==> config.mk <==
export PLATFORM = sky130hd
export DESIGN_NAME = johnson_decoder
export DESIGN_NICKNAME = d
export VERILOG_FILES = /design/src/rtl/johnson_decoder.sv
export SDC_FILE = /design/constraint.sdc
export NUM_CORES = 1
export LEC_CHECK = 0
export ABC_AREA = 1
export BUFFER_PORTS_ARGS = -buffer_cell sky130_fd_sc_hd__buf_2
export CORE_UTILIZATION = 40
export DETAILED_ROUTE_END_ITERATION = 7
export PLACE_DENSITY = 0.64
export SLEW_MARGIN = 30
export SYNTH_ARGS = -nofsm -noshare
export SYNTH_HDL_FRONTEND = slang
export SYNTH_SLANG_ARGS = --single-unit
==> constraint.sdc <==
create_clock -name clk -period 3.7 [get_ports clk]
set_clock_uncertainty 0.15 [all_clocks]
set_input_delay 0.74 -clock clk [delete_from_list [all_inputs] [get_ports clk]]
set_output_delay 0.74 -clock clk [all_outputs]
set_load 0.005 [all_outputs]
==> src/rtl/johnson_decoder.sv <==
// Johnson code receiver: legality check, index decode,
// successor tracking with lock acquisition and error counting.
module johnson_decoder #(
  parameter  int N        = 4,
  parameter  int LOCK_LEN = 4,
  parameter  int ERR_W    = 8,
  localparam int IW       = $clog2(2 * N),
  localparam int SW       = $clog2(LOCK_LEN + 1)
) (
  input  logic             clk,
  input  logic             reset,
  input  logic [N-1:0]     code_in,
  input  logic             code_valid,
  output logic [IW-1:0]    index,
  output logic             index_valid,
  output logic             illegal,
  output logic             step_err,
  output logic             wrap,
  output logic             locked,
  output logic [ERR_W-1:0] err_count
);

  typedef enum logic [1:0] {
    S_HUNT,
    S_ACQ,
    S_LOCK
  } state_t;

  localparam logic [IW-1:0] LAST = IW'(2 * N - 1);

  state_t          r_state;
  logic [SW-1:0]   r_step;
  logic [IW-1:0]   r_index;
  logic            r_iv;
  logic            r_ill;
  logic            r_se;
  logic            r_wrap;
  logic            r_locked;
  logic [ERR_W-1:0] r_err;

  logic [N-1:0]    w_inv;
  logic [N-1:0]    w_lo_p1;
  logic [N-1:0]    w_hi_p1;
  logic            w_legal;
  logic [IW-1:0]   w_pop;
  logic [IW-1:0]   w_dec;
  logic [IW-1:0]   w_expect;
  logic            w_succ;

  state_t          w_nstate;
  logic [SW-1:0]   w_nstep;
  logic [IW-1:0]   w_nindex;
  logic            w_iv;
  logic            w_ill;
  logic            w_se;
  logic            w_wrap;

  // A legal code is a ones-run anchored at bit 0, or a
  // zeros-run anchored at bit 0 (ones anchored at the MSB).
  always_comb begin
    w_inv   = ~code_in;
    w_lo_p1 = code_in + N'(1);
    w_hi_p1 = w_inv + N'(1);
    w_legal = ((code_in & w_lo_p1) == '0)
           || ((w_inv & w_hi_p1) == '0);
    w_pop = '0;
    for (int i = 0; i < N; i++) begin
      w_pop = w_pop + IW'(code_in[i]);
    end
    if (code_in[0] || (code_in == '0)) begin
      w_dec = w_pop;
    end else begin
      w_dec = IW'(2 * N) - w_pop;
    end
    w_expect = (r_index == LAST) ? '0 : r_index + IW'(1);
    w_succ   = (w_dec == w_expect);
  end

  // Next-state and pulse selection for each valid sample.
  always_comb begin
    w_nstate = r_state;
    w_nstep  = r_step;
    w_nindex = r_index;
    w_iv     = 1'b0;
    w_ill    = 1'b0;
    w_se     = 1'b0;
    w_wrap   = 1'b0;
    if (code_valid) begin
      if (!w_legal) begin
        w_ill    = 1'b1;
        w_nstate = S_HUNT;
        w_nstep  = '0;
      end else begin
        w_iv     = 1'b1;
        w_nindex = w_dec;
        unique case (r_state)
          S_HUNT: begin
            w_nstate = S_ACQ;
            w_nstep  = '0;
          end
          S_ACQ: begin
            if (w_succ) begin
              w_wrap  = (r_index == LAST);
              w_nstep = r_step + SW'(1);
              if (r_step == SW'(LOCK_LEN - 1)) begin
                w_nstate = S_LOCK;
              end
            end else begin
              w_nstep = '0;
            end
          end
          S_LOCK: begin
            if (w_succ) begin
              w_wrap = (r_index == LAST);
            end else begin
              w_se     = 1'b1;
              w_nstate = S_ACQ;
              w_nstep  = '0;
            end
          end
          default: begin
            w_nstate = S_HUNT;
            w_nstep  = '0;
          end
        endcase
      end
    end
  end

  // State, registered outputs and saturating error counter.
  always_ff @(posedge clk) begin
    if (reset) begin
      r_state  <= S_HUNT;
      r_step   <= '0;
      r_index  <= '0;
      r_iv     <= 1'b0;
      r_ill    <= 1'b0;
      r_se     <= 1'b0;
      r_wrap   <= 1'b0;
      r_locked <= 1'b0;
      r_err    <= '0;
    end else begin
      r_state  <= w_nstate;
      r_step   <= w_nstep;
      r_index  <= w_nindex;
      r_iv     <= w_iv;
      r_ill    <= w_ill;
      r_se     <= w_se;
      r_wrap   <= w_wrap;
      r_locked <= (w_nstate == S_LOCK);
      if ((w_ill || w_se) && (r_err != '1)) begin
        r_err <= r_err + ERR_W'(1);
      end
    end
  end

  assign index       = r_index;
  assign index_valid = r_iv;
  assign illegal     = r_ill;
  assign step_err    = r_se;
  assign wrap        = r_wrap;
  assign locked      = r_locked;
  assign err_count   = r_err;

endmodule

# After elaboration in Yosys (flattened, before gate mapping)
# Index checks and enable logic that the tools add are counted.
# word_totals
ff_bits,21
latch_bits,0
mem_bits_rw,0
rom_bits,0
inputBits,7
out_inout_bits,16
memories,0
# op_classes
addsub,9
n_mul,0
div,0
n_lt_le_gt_ge,0
n_eq_ne,8
n_shift,0
n_mux,19
bitwise,7
reduce_logical,13
# op_table
operator,count
$mux W3,5
$logic_not A4 Y1,3
$mux W2,5
$add A4 B1 Y4 const B,2
$add A8 B1 Y8 const B,1
$and A4 B4 Y4,2
$ne A8 B8 Y1 const B,1
$mux W1,7
$add A3 B1 Y3 const B,2
$pmux W2 S3,1
$pmux W3 S2,1
$reduce_or A5 Y1,1
$eq A2 B2 Y1 const B,2
$not A1 Y1,4
$not A4 Y4,1
$reduce_and A2 Y1,2
$reduce_or A2 Y1,2
$add A2 B1 Y3,1
$add A3 B1 Y3,1
$eq A3 B2 Y1 const B,1
$eq A3 B3 Y1,1
$eq A3 B3 Y1 const B,1
$logic_or A1 B1 Y1,3
$ne A3 B3 Y1 const B,1
5 further kinds,5

# Longest topological paths before layout
# depth
word_depth,12
mapped_depth,20
depth_no_buf,20

# Worst setup path after synthesis
# OpenSTA, ideal clock, no wires.
# synth_timing
path_type,input port to flip-flop
startpoint,input port code_in[0]
endpoint,"register r_err[1], in the netlist err_count[1]"
setup_ns,0.113
arrival_time_ns,3.048
setup_slack_ns,0.389
path_stages,19
path_buffers,0
cell_sequence,inv_1 -> fa_1 -> inv_1 -> ha_1 -> ha_1 -> inv_1 -> ha_1 -> inv_1 -> nand3_1 -> nand3_1 -> nand2_2 -> nor2_4 -> nand2_2 -> nand2_2 -> nand2_4 -> nand2_4 -> inv_2 -> nor2_1 -> nor2_1
# synth_via
elab_chain_cells,12
# synth_lines
item,line,source
"start, declared",12,"input logic [N-1:0] code_in,"
$add A1 B1 Y2,68,w_pop = w_pop + IW'(code_in[i]);
$add A2 B1 Y3,68,
$add A3 B1 Y3,68,
$sub A1 B3 Y3,73,w_dec = IW'(2 * N) - w_pop;
$mux W3,70,if (code_in[0] || (code_in == '0)) begin
$eq A3 B3 Y1,76,w_succ = (w_dec == w_expect);
$mux W1,113,if (w_succ) begin
$mux W1,96,unique case (r_state)
$mux W1,89,if (!w_legal) begin
$mux W1,88,if (code_valid) begin
$logic_or A1 B1 Y1 *,151,if ((w_ill || w_se) && (r_err != '1)) begin
$logic_and A1 B1 Y1 *,151,
"end signal, assigned",152,r_err <= r_err + ERR_W'(1);
"end, declared",39,logic [ERR_W-1:0] r_err;
# Every way passes the cells marked *; elsewhere a longest branch is shown, timed or not.
# A chain may end at the register's enable or synchronous reset.

# Worst setup path in the final report
# layout_timing
startpoint,input port code_in[0]
endpoint,"register r_err[0], in the netlist err_count[0]"
# Same word-level chain as after synthesis.

==> reports/qor.yml <==
logic_synthesis:
  synth-seq-cells: 21
  yosysUniqueCellTypes: 26
  synth_cells: 190
  synth_area_leaders: "dfxtp_1 (30%), ha_1 (14%), nand2_1 (9.5%)"
  ys_seq_area_share_pct: 30.3
  yosysTopAreaCellShare_pct: 30.3
  synth_flop_cell: "dfxtp_1"
  synth.avg_cell_area_um2: 7.31
  synth_area_um2: 1390
  synth.largest_area_cell: "dfxtp_1"
  synth_nets: 214
  yosys_warnings: 0
  synth_edf_count: 0
  synthArstFlopShare_pct: 0
routing:
  drt_iter0_markers: 52
  wl_um: 2580
  postRouteAntennaNets: 0
  drcViolationCount: 0
  vias_per_cell: 4.58
  vias: 1199
  post_drt_wl_per_cell_um: 9.84
  drt_pass1_iterations: 4
place:
  numPortBuffers: 22
  place_congestion: 0.825
  hpwl_um: 2060
clock_tree:
  postCtsSetupRepairBufs: 0
  holdBufCountCts: 0
  post_cts_resized: 0
  cts_num_sinks: 21
  clk_latency_ns: 0.31
  htreeDepth: 1
  cts_buffers: 3
  path_clk_slew_ns: 0.13
  cts.path.max_buffers: 2
  cts_root_buf: "clkbuf_4"
  cts_tree: "yes"
sta:
  timing.final.crit_period_ns: 3.24
  setup_viol: 0
  fin_setup_tns_ns: 0
  timing.fmax_mhz: 308
  fin_crit_sh_pct: 87.7
  hold_viol_final: 0
  max_slew_margin_pct: 78.3
  slew_violations: 0
  worst_pin_slew_ns: 0.325
  rsz0062_at_grt: "false"
grt:
  grt_max_degree: 13
  grt_pass1_vias: 1009
  grt_overflow_total: 0
  grt_antenna_before_repair: 0
  grtUsageTotal_pct: 15.4
  grt_pass1_wl_um: 4280
critical_path:
  rr_worst_depth: 14
  r2r_start: "index[0]$_SDFFE_PP0P_"
  path_cells: "buf_2 > inv_1 > fa_1 > inv_1 > ha_1 > ha_1 > inv_1 > ha_1 > xnor2_1 > nand3_1 > nand2_1 > nand2_1 > nand2_2 > nand2_2 > nand2_2 > nand2_4 > nand2_4 > inv_2 > nand2_1 > nand2_1 > nor2_1"
  critical_path_required_ns: 3.81
  timing.rr.end: "err_count[0]$_SDFFE_PP0P_"
  worstSetupPathType: "primary input to flip-flop"
  start_kind: "primary input"
  path_max_fanout: 8
  path_common_cell: "nand2_1"
  end_kind: "flip-flop"
  reg2reg_setup_slack_ns: 1.60
  max_stage_delay_ns: 0.54
  slowest_stage: "fa_1"
  critPathArrivalTime_ns: 3.35
pwr:
  switching_share_pct: 34.0
  power_mw: 0.492
  clkPwrFrac_pct: 23.7
  ir_drop_v: 0.000129
  leakage_nw: 0.789
  internal-power_mw: 0.325
  seqPwrFrac_pct: 49.0
  p_switching_mw: 0.167
  pwr_density_cell_nw_per_um2: 310
  pwr-share-comb_pct: 27.3
min_path:
  holdPathStages: 2
  hold_end: "r_step[1]$_SDFFE_PP0P_"
  hold_start: "r_step[1]$_SDFFE_PP0P_"
  hold_class: "flip-flop to flip-flop"
layout:
  antenna_cells: 0
  final_layout_size_suffix_gt1_share_pct: 20.8
  final_cell_mix: "nand2_1 (35), inv_1 (24), nor2_1 (22), buf_2 (22), dfxtp_1 (21)"
  final_nets: 241
  synthToLayoutAreaGrowth_pct: 14.3
  final_common_cell: "nand2_1"
  fillers: 377
run_status:
  status: "finished clean"
die:
  fp-row-count: 21
  ios: 23
  fp.dieArea_um2: 3710
  fp.dieW_um: 60.9
  initial_core_util_pct: 41.6
  die_y_um: 60.9
  core_um2: 3340
job:
  maxCapViolCount: 0
worst max-delay path by stage:
| stage | cells after the start | endpoint | slack, ns | from |
|---|---|---|---|---|
| final | 21 | err_count[0]$_SDFFE_PP0P_ | 0.46 | code_in[0] |
| after global routing | 17 | r_step[1]$_SDFFE_PP0P_ | 0.15 | code_in[0] |
| after CTS | 21 | err_count[0]$_SDFFE_PP0P_ | 0.46 | code_in[0] |
| after detailed placement | 21 | err_count[0]$_SDFFE_PP0P_ | 0.13 | code_in[0] |
| after global placement | 18 | r_step[2]$_SDFFE_PP0P_ | 0.18 | code_in[0] |
| after floorplan | 19 | err_count[1]$_SDFFE_PP0P_ | 0.39 | code_in[0] |
power by group through the flow:
stage / combinational, mW / sequential (mW) / clock, mW
6_report: 0.134 / 0.241 / 0.117
5_1_grt: 0.155 / 0.243 / 0.126
4_1_cts: 0.135 / 0.241 / 0.121
3_5_place_dp: 0.134 / 0.246 / 0
3_3_place_gp: 0.134 / 0.246 / 0
2_1_floorplan: 0.101 / 0.246 / 0
cell usage after synthesis (2+ instances only):
cell / number
nand3_1: 15
xor2_1: 4
nand3b_1: 2
o21ai_0: 3
nor3_1: 5
nand2_2: 9
nand4_1: 2
xnor2_1: 4
nand2_1: 35
nor2_1: 22
o21ai_1: 4
inv_1: 24
nand2_4: 2
dfxtp_1: 21
a21oi_1: 11
nor2_2: 2
ha_1: 16
flip-flops by register name, indices dropped and copies added, names as in the netlist:
signal,count
illegal,1
locked,1
index_valid,1
step_err,1
r_step,3
err_count,8
wrap,1
r_state,2
index,3
per-stage QoR:
step / hold WS (ns) / std cells / area [um^2] / setup slack, ns / util, %
finish: 0.340 / 262 / 1590 / 0.456 / 47.6
detailed placement: 0.324 / 258 / 1560 / 0.129 / 46.8
global route: 0.390 / 262 / 1590 / 0.148 / 47.6
global placement: 0.318 / 258 / 1560 / 0.180 / 46.8
floorplan: 0.297 / 190 / 1390 / 0.389 / -
CTS: 0.342 / 262 / 1590 / 0.455 / 47.6
logic make-up after synthesis:
logic type                 share of synthesized area [%]
AOI/OAI and AO/OA                                   8.65
xor gates and xnor gates                            5.04
adders and majority gates                           15.9
buffers and inverters                               7.03
DFF                                                 30.3
and+or+nand+nor                                     33.2
final cells by class:
cell class              instances  area [um^2]  share of cell area, %
multi-input cells             143          871                   54.8
well taps                      46         57.6                   3.62
inverters                      25         93.8                   5.91
clock inverters                 1         5.00                  0.315
repair buffers                 23          118                   7.41
flip-flops and latches         21          420                   26.5
clock buffers                   3         22.5                   1.42
routing by layer:
layer	vias up	GRT usage (%)	wire length (um)
li1	660	-	-
met1	522	22.8	1430
met2	13	22.4	1060
met3	4	2.56	56
met4	0	5.52	34
met5	-	0	0
critical path, delay by kind of cell:
| kind | cells | cell delay [ns] |
|---|---|---|
| AND/OR/NAND/NOR | 11 | 0.94 |
| adder cells (fa/ha/maj) | 4 | 1.17 |
| buffers and inverters | 5 | 0.35 |
| XOR/XNOR | 1 | 0.16 |
No activity file was read; power rests on OpenSTA's default activity.
